<file path="config.mk">
export PLATFORM = sky130hd
export DESIGN_NAME = parallel_add_pipe
export DESIGN_NICKNAME = d
export VERILOG_FILES = /design/src/rtl/parallel_add_pkg.sv /design/src/rtl/add_pipe_stage.sv /design/src/rtl/parallel_add_pipe.sv
export SDC_FILE = /design/constraint.sdc
export NUM_CORES = 1
export LEC_CHECK = 0
export CORE_MARGIN = 8
export CORE_UTILIZATION = 53
export CTS_BUF_LIST = sky130_fd_sc_hd__clkbuf_4
export CTS_CLUSTER_DIAMETER = 150
export CTS_CLUSTER_SIZE = 40
export DETAILED_ROUTE_END_ITERATION = 8
export PLACE_DENSITY = 0.83
export SLEW_MARGIN = 10
export SYNTH_ARGS = -nofsm -noshare
export SYNTH_HDL_FRONTEND = slang
export SYNTH_SLANG_ARGS = --single-unit
</file>
<file path="constraint.sdc">
create_clock -name clk -period 2.66 [get_ports clk]
set_clock_uncertainty 0.15 [all_clocks]
set_input_delay 0.798 -clock clk [delete_from_list [all_inputs] [get_ports clk]]
set_output_delay 0.798 -clock clk [all_outputs]
set_load 0.01 [all_outputs]
</file>
<file path="src/rtl/parallel_add_pkg.sv">
// Shared defaults and the per-lane add for parallel_add_pipe.
// Define SATURATE_EN to clamp lane sums instead of wrapping them.
package parallel_add_pkg;

  localparam int LANES_DEFAULT  = 4;
  localparam int PIXW_DEFAULT   = 8;
  localparam int STAGES_DEFAULT = 2;
  localparam int CNTW_DEFAULT   = 32;

  // Widest pixel the shared add function supports; callers zero-extend into it.
  localparam int MAX_PIXW = 32;
  localparam int SUMW     = MAX_PIXW + 1;

  // Operands hold a pixw-bit value zero-extended to MAX_PIXW, so the sum's
  // carry out of bit pixw-1 marks overflow of the real pixel width.
  function automatic logic [MAX_PIXW-1:0] add_lane(input logic [MAX_PIXW-1:0] a,
                                                   input logic [MAX_PIXW-1:0] b,
                                                   input int unsigned         pixw);
    logic [SUMW-1:0] sum;
    logic [SUMW-1:0] lim;
    logic [SUMW-1:0] res;
    lim = (SUMW'(1) << pixw) - SUMW'(1);
    sum = {1'b0, a} + {1'b0, b};
`ifdef SATURATE_EN
    res = (sum > lim) ? lim : sum;
`else
    res = sum & lim;
`endif
    return res[MAX_PIXW-1:0];
  endfunction

endpackage

</file>
<file path="src/rtl/add_pipe_stage.sv">
// One elastic valid/ready register stage; loads whenever it is empty or
// its downstream neighbour is advancing.
module add_pipe_stage #(
  parameter int W = 32
) (
  input  logic         clk,
  input  logic         rst_n,
  input  logic         in_valid,
  input  logic [W-1:0] in_data,
  input  logic         adv_in,
  output logic         valid,
  output logic [W-1:0] data,
  output logic         adv_out
);

  logic         valid_q, valid_d;
  logic [W-1:0] data_q,  data_d;

  always_comb begin
    adv_out = !valid_q || adv_in;
    valid_d = valid_q;
    data_d  = data_q;
    if (adv_out) begin
      valid_d = in_valid;
      data_d  = in_data;
    end
  end

  always_ff @(posedge clk) begin
    if (!rst_n) begin
      valid_q <= 1'b0;
      data_q  <= '0;
    end else begin
      valid_q <= valid_d;
      data_q  <= data_d;
    end
  end

  assign valid = valid_q;
  assign data  = data_q;

endmodule

</file>
<file path="src/rtl/parallel_add_pipe.sv">
// N-lane per-pixel adder behind a STAGES-deep elastic pipeline with a
// delivered-beat counter. Define SATURATE_EN for clamping lane sums.
module parallel_add_pipe
  import parallel_add_pkg::*;
#(
  parameter int LANES  = LANES_DEFAULT,
  parameter int PIXW   = PIXW_DEFAULT,
  parameter int STAGES = STAGES_DEFAULT,
  parameter int CNTW   = CNTW_DEFAULT
) (
  input  logic                  clk,
  input  logic                  rst_n,
  input  logic [LANES*PIXW-1:0] din,
  input  logic                  din_valid,
  output logic                  din_ready,
  input  logic [PIXW-1:0]       addend,
  output logic [LANES*PIXW-1:0] dout,
  output logic                  dout_valid,
  input  logic                  dout_ready,
  output logic [CNTW-1:0]       beat_count
);

  localparam int W = LANES * PIXW;

  logic [W-1:0]              sum_data;
  logic [STAGES:0]           adv;
  logic [STAGES-1:0]         stage_valid;
  logic [STAGES-1:0][W-1:0]  stage_data;
  logic [CNTW-1:0]           beat_count_q, beat_count_d;

  always_comb begin
    sum_data = '0;
    for (int i = 0; i < LANES; i++) begin
      sum_data[i*PIXW +: PIXW] = PIXW'(add_lane(MAX_PIXW'(din[i*PIXW +: PIXW]),
                                                MAX_PIXW'(addend), PIXW));
    end
  end

  // The advance chain runs from dout_ready back to din_ready, so a full pipe
  // frees its input in the same cycle the consumer accepts.
  assign adv[STAGES] = dout_ready;

  for (genvar k = 0; k < STAGES; k++) begin : g_stage
    logic         in_valid_k;
    logic [W-1:0] in_data_k;

    if (k == 0) begin : g_first
      assign in_valid_k = din_valid;
      assign in_data_k  = sum_data;
    end else begin : g_next
      assign in_valid_k = stage_valid[k-1];
      assign in_data_k  = stage_data[k-1];
    end

    add_pipe_stage #(
      .W(W)
    ) u_stage (
      .clk      (clk),
      .rst_n    (rst_n),
      .in_valid (in_valid_k),
      .in_data  (in_data_k),
      .adv_in   (adv[k+1]),
      .valid    (stage_valid[k]),
      .data     (stage_data[k]),
      .adv_out  (adv[k])
    );
  end

  assign din_ready  = adv[0];
  assign dout_valid = stage_valid[STAGES-1];
  assign dout       = stage_data[STAGES-1];

  always_comb begin
    beat_count_d = beat_count_q;
    if (dout_valid && dout_ready) begin
      beat_count_d = beat_count_q + CNTW'(1);
    end
  end

  always_ff @(posedge clk) begin
    if (!rst_n) begin
      beat_count_q <= '0;
    end else begin
      beat_count_q <= beat_count_d;
    end
  end

  assign beat_count = beat_count_q;

endmodule
</file>
==> results.md <==
- Run status: finished clean
- Placement Setup Slack: -0.557 ns
- Average wire per standard cell: 16.4 µm
- Slew Viols, Final: 0
- Final nets: 830
- Internal: 0.00224 W
- Crit path required time: 2.88 ns
- Cell count after synthesis: 608
- Overall routing resource usage: 22.5%
- Hold WC Path Type: reg2reg
- Crit path DAT: 2.78 ns
- Num CTS Buffers: 9
- Syn Area/Cell: 8.31 µm²
- PortBufs: 109
- Final Hold Fails: 0
- Total grt overflow: 0
- Sequential share of power: 50.5%
- Syn Nets: 685
- Max-Cap Viols: 0
- Finished Layout Cells: 887
- Die height: 114 µm
- Vias in the first global route: 5123
- Clock Path Buffers: 2
- Tcrit/Tclk final: 96.1%
- Drt total wl: 14600 µm
- First drt pass iteration count: 5
- Peak VDD IR: 0.000334 V
- First-pass GRT wire length: 24100 µm
- Std-Cell Rows: 35
- Net Sw Power: 0.000950 W
- Fillers: 690
- CTS tree: built
- # setup viols final: 0
- Clk root buf: clkbuf_4
- Combinational share of power: 21.6%
- Sequential area share after synthesis: 38.8%
- Synth warnings: 0
- Count of clock tree sinks: 98
- I/O pin cnt: 110
- Crit path max fanout: 4
- Antenna Cells: 0
- Power per cell area: 468 nW/µm²
- CP Capture Type: flip-flop
- DRT antenna net count: 0
- Worst-Skew Late Latency: 0.46 ns
- Core area: 9240 µm²
- Die area: 12900 µm²
- Pin slew with the least headroom to its limit: 0.526 ns
- Switching share of power: 29.7%
- Area Growth Syn to Fin: 35.0%
- Detail Placement HPWL: 10900 µm
- Max-slew headroom: 64.9%
- Cells after DPL: 871
- Worst setup margin: 0.103 ns
- Leakage: 2.60 nW
- Synthesis-stage register bit count: 98
- Clk slew on worst S/H paths: 0.19 ns
- Fmax: 0.391 GHz
- Iter 0 DRT Violations: 363
- # DRC: 0
- Synthesized area: 5050 µm²
- Largest net degree at the start of global routing: 50
- Initial antenna violation count: 0
- Initial Utilization: 54.7%
- H-tree Lvls: 3
- Post-CTS Hold Fix Bufs: 0
- Post-layout min period: 2.56 ns
- Vias per cell: 5.78
- Fraction of layout cells with a size suffix above 1: 11.6%
- Synth unique cells: 43
- Routability congestion estimate from global placement: 0.930
- Vias: 5124
- Crit Path Class: in2reg
- Clk pwr share: 27.9%
- Crit path launch type: primary input
- Die width: 114 µm
[worst paths after layout]
path / startpoint / to / slack, ns / cells after the start
max: addend[0] / g_stage[0].u_stage.data[14]$_SDFFE_PN0P_ / 0.10 / 8
min: g_stage[0].u_stage.data[19]$_SDFFE_PN0P_ / g_stage[1].u_stage.data[19]$_SDFFE_PN0P_ / 0.30 / 2
max reg2reg: beat_count[3]$_SDFFE_PN0P_ / beat_count[23]$_SDFFE_PN0P_ / 0.50 / 4
min reg2reg: g_stage[0].u_stage.data[19]$_SDFFE_PN0P_ / g_stage[1].u_stage.data[19]$_SDFFE_PN0P_ / 0.30 / 2
[power groups by stage]
stage          clock [W]  sequential, W  combinational [W]
6_report        0.000892        0.00161           0.000688
5_1_grt         0.000946        0.00162           0.000755
4_1_cts         0.000894        0.00161           0.000680
3_5_place_dp           0        0.00164           0.000675
3_3_place_gp           0        0.00164           0.000656
2_1_floorplan          0        0.00165           0.000327
[kinds of logic (layout without fill, tap and decap cells)]
logic type,count (synthesis),in the layout,synth area share (%)
and+or+nand+nor,237,237,23.6
AOI/OAI and AO/OA,167,167,21.3
buffers and inverters,55,205,4.28
xor gates and xnor gates,13,13,2.25
adders and majority gates,33,33,8.76
DFF,98,98,38.8
muxes,5,5,0.990
[layer usage]
metal	vias to the layer above	wire, µm	GRT usage [%]
li1	2498	-	-
met1	2431	6270	27.2
met2	168	7150	38.9
met3	27	860	4.91
met4	0	298	6.84
met5	-	0	0
[flip-flops by register name, summed over array words and instances (netlist names)]
signal                 cells
g_stage.u_stage.data      64
beat_count                32
g_stage.u_stage.valid      2
[synth_stat cells, drive strengths merged]
cell type  count  share of area (%)
and4           6                1.0
inv           20                1.5
o211ai         8                1.2
ha            29                7.2
nand3         21                2.2
nand2b        10                1.2
a21o           4               0.59
or2            4               0.50
xor2           6                1.0
clkbuf        21                1.6
nor4b          4               0.69
a31oi          4               0.50
o21ai         18                1.8
or4           15                2.3
nor2b          9                1.1
fa             4                1.6
a2111oi        4               0.69
nand4b         4               0.69
nand2         96                7.1
or3            6               0.74
and2           3               0.37
a21oi         65                6.4
nor2          29                2.2
buf           14                1.2
o2111ai        4               0.69
nor3          14                1.4
and3b          1               0.17
o2111a         4               0.89
a211oi        12                1.8
o21a          21                3.1
nand4          9                1.1
mux2i          5               0.99
xnor2          7                1.2
o31a           1               0.17
dfxtp         98                 39
nor4           6               0.74
a211o          8                1.4
o31ai         14                2.1
[per-stage QoR]
stage / instance area, µm² / utilization, % / hold WS (ns) / power (W) / TNS (ns)
final: 6820 / 73.8 / 0.298 / 0.00319 / 0
after global routing: 6820 / 73.8 / 0.327 / 0.00332 / -0.0126
after CTS: 6810 / 73.7 / 0.306 / 0.00319 / 0
after detailed placement: 6640 / 71.9 / 0.294 / 0.00232 / -11.11
after global placement: 6640 / 71.9 / 0.289 / 0.00230 / -9.20
after floorplan: 5050 / - / 0.282 / 0.00198 / 0
[worst max-delay path, stage by stage]
cell and delay, ns:
clkdlybuf4s50_1 0.59, ha_1 0.25, inv_1 0.07, fa_1 0.38
nor2b_1 0.20, o21a_1 0.24, o21a_1 0.15, o211ai_1 0.09
[area by class of cell]
type	instances	area, µm²	area share, %
flip-flops and latches	98	1960	28.8
inverters	20	75.1	1.10
clock buffers	9	67.6	0.991
repair buffers	169	1570	23.0
clock inverters	7	95.1	1.39
well taps	129	161	2.37
multi-input cells	455	2890	42.4
[placed cells by master (no fill, tap or decap), types with 5 or more instances in the layout]
cell	synthesis	layout
nor2b_1	9	8
and4_1	6	6
dfxtp_1	98	98
nor2_1	29	29
nor3_1	14	14
xnor2_1	7	7
ha_1	29	29
nand4_1	9	9
nand2b_1	10	10
xor2_1	6	6
o31ai_1	14	14
or4_1	14	14
buf_4	0	58
o211ai_1	8	8
nand2_1	96	96
o21ai_0	18	18
clkdlybuf4s50_1	0	105
mux2i_1	5	5
clkbuf_4	0	9
a211o_1	8	8
nand3_1	20	20
a211oi_1	12	12
o21a_1	21	21
nor4_1	6	6
inv_1	20	18
or3_1	6	6
a21oi_1	65	65
[what timing repair did]
item                       in CTS  in global routing
gates cloned                    0                  0
resized for setup              10                  4
setup endpoints to repair       3                  3
setup buffers                   0                  0
Power figures use the tool's default switching activity.
